[config.mk]
export PLATFORM = sky130hd
export DESIGN_NAME = pipe_ctrl
export DESIGN_NICKNAME = d
export VERILOG_FILES = /design/src/rtl/pipe_ctrl_pkg.sv /design/src/rtl/pipe_ctrl_stall_arb.sv /design/src/rtl/pipe_ctrl.sv
export SDC_FILE = /design/constraint.sdc
export NUM_CORES = 1
export LEC_CHECK = 0
export ABC_AREA = 0
export CAP_MARGIN = 20
export CORE_ASPECT_RATIO = 1.4
export CORE_MARGIN = 5
export CORE_UTILIZATION = 22
export CTS_CLUSTER_SIZE = 16
export DETAILED_ROUTE_END_ITERATION = 6
export PLACE_DENSITY = 0.78
export SLEW_MARGIN = 20
export SYNTH_ARGS = -nofsm -noshare
export SYNTH_HDL_FRONTEND = slang
export SYNTH_SLANG_ARGS = --single-unit
[constraint.sdc]
create_clock -name clk_i -period 1.95 [get_ports clk_i]
set_input_delay 0.39 -clock clk_i [delete_from_list [all_inputs] [get_ports clk_i]]
set_output_delay 0.39 -clock clk_i [all_outputs]
set_load 0.005 [all_outputs]
[src/rtl/pipe_ctrl_pkg.sv]
// Shared definitions for the pipeline sequencer: FSM state codes, the
// per-stage stall/flush bus type and the stage index constants used to
// address bits of that bus.
package pipe_ctrl_pkg;

  typedef enum logic [1:0] {
    CtrlRun     = 2'd0,
    CtrlDrain   = 2'd1,
    CtrlTrapJmp = 2'd2,
    CtrlHalt    = 2'd3
  } ctrl_state_e;

  localparam int unsigned StallBusW = 5;
  typedef logic [StallBusW-1:0] stall_bus_t;

  // Bit positions within stall/flush vectors.
  localparam int unsigned StgPc  = 0;
  localparam int unsigned StgIf  = 1;
  localparam int unsigned StgId  = 2;
  localparam int unsigned StgEx  = 3;
  localparam int unsigned StgMem = 4;

endpackage

[src/rtl/pipe_ctrl_stall_arb.sv]
// stall_arb: combinational stall/flush priority for normal (RUN) operation.
// The deepest requesting stage wins: it and every younger stage are held,
// and a bubble is loaded into the output of the requesting stage so the
// older stages keep draining.
//   stallreq_if_i / stallreq_id_i / stallreq_ex_i : stage stall requests
//   stall_o : 1 = hold stage register (bit0 pc .. bit4 mem)
//   flush_o : 1 = load bubble into stage output register
module stall_arb
  import pipe_ctrl_pkg::*;
(
  input  logic                 stallreq_if_i,
  input  logic                 stallreq_id_i,
  input  logic                 stallreq_ex_i,
  output logic [StallBusW-1:0] stall_o,
  output logic [StallBusW-1:0] flush_o
);

  always_comb begin
    stall_o = '0;
    flush_o = '0;
    if (stallreq_ex_i) begin
      stall_o[StgEx:StgPc] = '1;
      flush_o[StgMem]      = 1'b1;
    end else if (stallreq_id_i) begin
      stall_o[StgId:StgPc] = '1;
      flush_o[StgEx]       = 1'b1;
    end else if (stallreq_if_i) begin
      stall_o[StgIf:StgPc] = '1;
      flush_o[StgId]       = 1'b1;
    end
  end

endmodule

[src/rtl/pipe_ctrl.sv]
// pipe_ctrl: central sequencer for the 5-stage core.
// Merges redirect sources into the branch/jump pair driven to the pc block,
// produces per-stage stall/flush vectors, and sequences trap entry
// (flush+drain, then redirect to trap_vec_i) and debug halt/resume.
//   clk_i, rst_i          : clock, synchronous active-high reset
//   stallreq_*_i          : stage stall requests (if/id/ex)
//   ex_branch_* / id_jump_*: redirect requests from ex and id
//   trap_req_i, trap_vec_i: trap request and vector base
//   halt_req_i            : debug halt level
//   branch_*_o, jump_*_o  : redirect pair to pc
//   stall_o, flush_o      : per-stage controls (bit0 pc .. bit4 mem)
//   state_o               : FSM state for debug/CSR
//   trap_ack_o            : pulse on the cycle the trap redirect is issued
// Only the state and drain counter are registered; all other outputs are
// combinational from state and inputs.
module pipe_ctrl
  import pipe_ctrl_pkg::*;
#(
  parameter int unsigned DRAIN_CYCLES = 2,
  parameter int unsigned ADDR_W       = 32
) (
  input  logic                 clk_i,
  input  logic                 rst_i,
  input  logic                 stallreq_if_i,
  input  logic                 stallreq_id_i,
  input  logic                 stallreq_ex_i,
  input  logic                 ex_branch_en_i,
  input  logic [ADDR_W-1:0]    ex_branch_addr_i,
  input  logic                 id_jump_en_i,
  input  logic [ADDR_W-1:0]    id_jump_addr_i,
  input  logic                 trap_req_i,
  input  logic [ADDR_W-1:0]    trap_vec_i,
  input  logic                 halt_req_i,
  output logic                 branch_enable_o,
  output logic [ADDR_W-1:0]    branch_addr_o,
  output logic                 jump_enable_o,
  output logic [ADDR_W-1:0]    jump_addr_o,
  output logic [StallBusW-1:0] stall_o,
  output logic [StallBusW-1:0] flush_o,
  output logic [1:0]           state_o,
  output logic                 trap_ack_o
);

  localparam logic [3:0] DrainLoad = 4'(DRAIN_CYCLES - 1);

  ctrl_state_e state_q, state_d;
  logic [3:0]  cnt_q, cnt_d;
  stall_bus_t  arb_stall, arb_flush;
  logic        trap_entry;

  stall_arb u_stall_arb (
    .stallreq_if_i (stallreq_if_i),
    .stallreq_id_i (stallreq_id_i),
    .stallreq_ex_i (stallreq_ex_i),
    .stall_o       (arb_stall),
    .flush_o       (arb_flush)
  );

  // Trap is accepted from RUN and HALT; it outranks both halt and redirects.
  assign trap_entry = trap_req_i && (state_q == CtrlRun || state_q == CtrlHalt);

  always_comb begin
    state_d         = state_q;
    cnt_d           = cnt_q;
    branch_enable_o = 1'b0;
    branch_addr_o   = '0;
    jump_enable_o   = 1'b0;
    jump_addr_o     = '0;
    stall_o         = '0;
    flush_o         = '0;
    trap_ack_o      = 1'b0;

    if (trap_entry) begin
      flush_o        = '1;
      stall_o[StgPc] = 1'b1;
      state_d        = CtrlDrain;
      cnt_d          = DrainLoad;
    end else begin
      case (state_q)
        CtrlRun: begin
          stall_o = arb_stall;
          flush_o = arb_flush;
          // A branch seen while ex is stalled is not yet final; ex re-presents it.
          if (ex_branch_en_i && !stallreq_ex_i) begin
            branch_enable_o      = 1'b1;
            branch_addr_o        = ex_branch_addr_i;
            stall_o[StgId:StgPc] = '0;
            flush_o[StgId]       = 1'b1;
            flush_o[StgIf]       = 1'b1;
          end else if (id_jump_en_i && !stallreq_id_i && !stallreq_ex_i) begin
            jump_enable_o  = 1'b1;
            jump_addr_o    = id_jump_addr_i;
            flush_o[StgIf] = 1'b1;
          end
          if (halt_req_i) state_d = CtrlHalt;
        end
        CtrlDrain: begin
          flush_o        = '1;
          stall_o[StgPc] = 1'b1;
          if (cnt_q == '0) state_d = CtrlTrapJmp;
          else             cnt_d   = cnt_q - 4'd1;
        end
        CtrlTrapJmp: begin
          jump_enable_o = 1'b1;
          jump_addr_o   = trap_vec_i;
          trap_ack_o    = 1'b1;
          state_d       = CtrlRun;
        end
        CtrlHalt: begin
          stall_o[StgPc] = 1'b1;
          flush_o[StgIf] = 1'b1;
          if (!halt_req_i) state_d = CtrlRun;
        end
        default: state_d = CtrlRun;
      endcase
    end

    // Reset forces every combinational output quiet in the reset cycle too.
    if (rst_i) begin
      branch_enable_o = 1'b0;
      branch_addr_o   = '0;
      jump_enable_o   = 1'b0;
      jump_addr_o     = '0;
      stall_o         = '0;
      flush_o         = '0;
      trap_ack_o      = 1'b0;
    end
  end

  always_ff @(posedge clk_i) begin
    if (rst_i) begin
      state_q <= CtrlRun;
      cnt_q   <= '0;
    end else begin
      state_q <= state_d;
      cnt_q   <= cnt_d;
    end
  end

  assign state_o = state_q;

endmodule

# Yosys cells after proc, flatten, opt, wreduce, memory -nomap -nowiden
# Index checks and enable logic that the tools add are counted.
# classes
addsub	1
n_eq_ne	10
n_mux	50
n_bitwise	1
reduce_logical	16
# op_table
op	count
2-to-1 mux 32 bit	8
case mux 32 bit (2 select lines)	1
2-to-1 mux 1 bit	23
2-to-1 mux 5 bit	3
2-to-1 mux 2 bit	6
2-to-1 mux 3 bit	3
!= test 3 bit (second input constant)	3
!= test 2 bit (second input constant)	4
case mux 2 bit (4 select lines)	1
case mux 1 bit (2 select lines)	3
case mux 3 bit (2 select lines)	1
AND reduction 3 bit	2
== test 2 bit (second input constant)	2
logical AND 1 bit	4
logical NOT 4 bit	1
2-to-1 mux 4 bit	1
AND reduction 2 bit	2
OR reduction 2 bit	2
subtractor 4 x 1 -> 4 bit (second input constant)	1
== test 2 x 1 -> 1 bit (second input constant)	1
logical NOT 1 bit	2
logical NOT 2 bit	1
nonzero test 2 bit	1
logical OR 1 bit	1
inverter 1 bit	1
# totals
reg_bits	6
input_bits	105
out_inout_bits	79
word_cells	82

# Depth between registers and ports, before layout
# logic_depth
word_depth	8
mapped_depth	7
depth_no_buf	5

# Modules after synthesis
# A second synthesis with hierarchy kept.
# hier_totals
cells_unflattened	197
area_unflattened_um2	1356.3
# modules_own_cells
mod	instances	cells_per_inst	area_per_inst_um2	seq_area_each_um2
pipe_ctrl	1	186	1281.2	120.1
stall_arb	1	11	75.1	0.0

# Worst setup path before layout
# OpenSTA, ideal clock, no wires.
# synth_timing
path_type	reg-to-output
from	reg state_q[0] (netlist: state_o[0])
to	out branch_addr_o[10]
arrival_ns	1.579
required_ns	1.560
slack_ns	-0.019
stages_incl_launch_ff	7
n_path_buf	1
path_cell_list	dfxtp_1 > inv_1 > ha_1 > nand2b_1 > and4_1 > clkbuf_1 > and2_1
# synth_via
elab_chain_len	5
elab_cells_between_ends	7
classes_between	eq/ne (1); mux (3); reduce/logical (3)
# synth_rtl
element	line	rtl
from (decl)	pipe_ctrl.sv:46	ctrl_state_e state_q, state_d;
from (signal assigned)	pipe_ctrl.sv:132	state_q <= CtrlRun;
from (signal assigned)	pipe_ctrl.sv:135	state_q <= state_d;
== test 2 bit / logical NOT 2 bit (equally long branches)	pipe_ctrl.sv:60, pipe_ctrl.sv:79	
logical OR 1 bit	pipe_ctrl.sv:60	assign trap_entry = trap_req_i && (state_q == CtrlRun || state_q == CtrlHalt);
logical AND 1 bit	pipe_ctrl.sv:60	
2-to-1 mux 32 bit (*)	pipe_ctrl.sv:73	if (trap_entry) begin
2-to-1 mux 32 bit (*)	pipe_ctrl.sv:119	if (rst_i) begin
to (decl)	pipe_ctrl.sv:35	output logic [ADDR_W-1:0] branch_addr_o,
# Mark *: on every way between the ends. The rest lies on a longest branch, timed or not.

# Final worst setup path
# layout_timing
from	reg state_q[0] (netlist: state_o[0])
to	out jump_addr_o[0]
# layout_via
elab_chain_len	5
elab_cells_between_ends	8
classes_between	eq/ne (2); mux (3); reduce/logical (3)
# layout_rtl
element	line	rtl
branches (longest 3 deep; another with case mux 32 bit (2 select lines))	--	
2-to-1 mux 32 bit (*)	pipe_ctrl.sv:73	
2-to-1 mux 32 bit (*)	pipe_ctrl.sv:119	
to (decl)	pipe_ctrl.sv:37	output logic [ADDR_W-1:0] jump_addr_o,
# Every way passes the cells marked *.

==> metrics.md <==
| Metric | Value |
|---|---|
| Status | `complete, but fails checks` |
| Failing checks | `negative setup slack` |
| Min Tclk post-route | `2.23 ns` |
| R2r endpoint | `state_o[0]` |
| Core ar. | `0.00578 sq mm` |
| Synth top area share | `0.155` |
| FF-to-FF Start | `cnt_q[0]` |
| Largest net degree at the start of global routing | `33` |
| Clock Pin Slew Worst Setup and Hold Paths | `0.04 ns` |
| FF-to-FF setup slack | `0.21 ns` |
| WS Path Type | `reg -> out` |
| DRC | `0` |
| DRT Wirelength | `9310 microns` |
| Ports | `184` |
| Syn nets | `332` |
| Unrepaired setup endpoints after global routing | `yes` |
| Pwr dens | `628 mW/mm^2` |
| Crit. End Element | `primary output` |
| Crit path max fanout | `3` |
| Num rows | `33` |
| YS warnings | `0` |
| HP Class | `reg -> reg` |
| # port buffers | `182` |
| Post-synth cell types | `33` |
| Fin util | `0.731` |
| Power, Total | `2650 uW` |
| Fmax | `448 MHz` |
| Share of cells above drive strength 1 | `0.544` |
| # diodes | `0` |
| Crit path from | `state_o[0]` |
| Max Root-Sink Buffers | `2` |
| #FFs+latches synth | `6` |
| Nets@finish | `563` |
| Via count | `2506` |
| Crit start category | `flop` |
| Main synth FF type | `dfxtp_1` |
| Cts hold-fix bufs | `0` |
| GRT Total Usage | `0.209` |
| Post-synth EDFFs | `0` |
| Final Setup Violations | `67` |
| First-pass GRT wire length | `12200 microns` |
| Crit path capture | `jump_addr_o[0]` |
| Initial Utilization | `0.224` |
| Iteration-0 DRC Markers | `47` |
| Post-route ant nets | `0` |
| Ranking of synthesized cells by area | `and2_1, a21oi_1, nand3_1` |
| WP data required | `1.56 ns` |
| Grt ovf | `0` |
| Placed cells | `482` |
| Fin. max-slew vios | `0` |
| Skew final | `0.00475 ns` |
| R2R depth | `5` |
| Vias in the first global route | `2576` |
| Syn_area_per_cell | `5.85 sq um` |
| Area Growth Syn to Fin | `226%` |
| Die height | `101 microns` |
| Crit path DAT | `1.84 ns` |
| Post-route insts no fill | `520` |
| Lkg Pwr | `0.00178 uW` |
| DRT Pass-1 Iters | `4` |
| Async SR Flop Fraction | `0` |
| TritonCTS clock tree | `done` |
| Post-synth top cells | `a21oi_1, nand2_1, nand3_1` |
| Syn Inst Count | `221` |
| Die width | `74.8 microns` |
| Max Cap Viol | `0` |
| Peak VDD IR | `331 uV` |
| Fin. Hold Viols | `0` |
| Clock Latency Late Sink | `0.23 ns` |
| Worst Slack Setup Final | `-0.281 ns` |
| Die Area | `0.00754 sq mm` |
| Initial antenna violation count | `0` |
| Htree depth | `1` |
| Seq/Total Area, Yosys | `0.0928` |
| Most numerous cell in the Yosys netlist | `a21oi_1` |
| Clk sinks | `6` |
| Via/cell ratio | `4.82` |
| CTS Root Cell | `clkbuf_8` |
| Synth Cell Area | `0.00129 sq mm` |
| Final worst-path cycle share | `1.14` |
| GP Congestion | `0.836` |
| WL/cell | `17.9 microns` |
| DP HPWL | `6400 microns` |
| Leading area contributor after synthesis | `and2_1` |
| CTS Buf Count | `3` |
-- stage by stage --
| step | hold slack [ns] | worst slack, ns | instance area, sq um | setup TNS (ns) |
|---|---|---|---|---|
| after floorplan | 0.468 | -0.0190 | 1290 | -0.380 |
| final | 0.493 | -0.281 | 4220 | -12.46 |
| after global placement | 0.488 | -0.704 | 3410 | -46.02 |
| after detailed placement | 0.492 | -0.706 | 3410 | -47.45 |
| after global routing | 0.542 | -0.372 | 4220 | -16.72 |
| after CTS | 0.497 | -0.286 | 3720 | -12.08 |
-- cell type report --
type	instances	area, sq um
Fill cell	435	1560
Multi-Input combinational cell	186	1510
Sequential cell	6	123
Timing Repair Buffer	247	2430
Tap cell	70	87.6
Clock buffer	3	41.3
Inverter	8	31.3
-- state kept, by name, summed over array words and instances (netlist names) --
register	flops
cnt_q	4
state_o	2
-- layout by cell type (no fill, tap or decap), drive strengths merged, types with 2 or more instances in the layout --
master / netlist / final
dfxtp: 6 / 6
clkdlybuf4s15: 0 / 3
o211ai: 2 / 2
clkbuf: 15 / 11
nor3: 4 / 4
nand3: 34 / 34
dlygate4sd2: 0 / 3
a211oi: 3 / 3
ha: 6 / 6
nor2b: 5 / 5
inv: 7 / 7
o21ai: 3 / 3
and2: 32 / 32
nand2: 35 / 35
a311oi: 2 / 2
nor2: 7 / 7
buf: 6 / 132
clkdlybuf4s50: 0 / 100
a221oi: 2 / 2
a21oi: 38 / 38
-- power by group --
group / switching (uW) / internal, uW / total [uW]
logic: 1020 / 1250 / 2260
registers: 28.5 / 166 / 194
clock network: 59.5 / 133 / 193
total: 1110 / 1550 / 2650
-- worst min-delay path by stage --
stage,from,to,cells after the start
final,cnt_q[3],cnt_q[3],2
after global routing,cnt_q[3],cnt_q[3],2
after CTS,cnt_q[3],cnt_q[3],2
after detailed placement,cnt_q[3],cnt_q[3],2
after global placement,cnt_q[3],cnt_q[3],2
after floorplan,cnt_q[3],cnt_q[3],2
-- cells by family (layout without fill, tap and decap cells) --
family | Yosys count | count (layout) | synth area share
other cells | 1 | 1 | 0.00290
buf+inv | 29 | 258 | 0.0967
flops | 6 | 6 | 0.0928
simple gates | 122 | 122 | 0.479
fa+ha+maj | 6 | 6 | 0.0580
compound gates | 54 | 54 | 0.248
xor+xnor | 1 | 1 | 0.00677
mux | 2 | 2 | 0.0164
-- per-layer routing --
layer / vias up / GRT usage / share of wire
met5: - / 0 / 0
met4: 0 / 0.0726 / 0.027
met3: 22 / 0.0419 / 0.070
met2: 119 / 0.403 / 0.57
met1: 1145 / 0.214 / 0.33
li1: 1220 / - / -
-- worst max-delay path, cell delays in order (launching register included) --
cell       delay [ns]
dfxtp_2          0.32
inv_2            0.07
ha_4             0.15
nor4bb_4         0.25
buf_4            0.18
clkbuf_16        0.12
buf_6            0.09
buf_6            0.10
nand3_1          0.08
a21oi_1          0.12
buf_2            0.12
-- timing repair --
| item | CTS | global route |
|---|---|---|
| pin swaps | 30 | 39 |
| cloned | 6 | 4 |
| endpoints found under the hold margin | 0 | 0 |
| setup endpoints to repair | 76 | 76 |
| resized for setup | 345 | 140 |
| buffers inserted | 15 | 16 |
(Power assumes the default switching activity.)
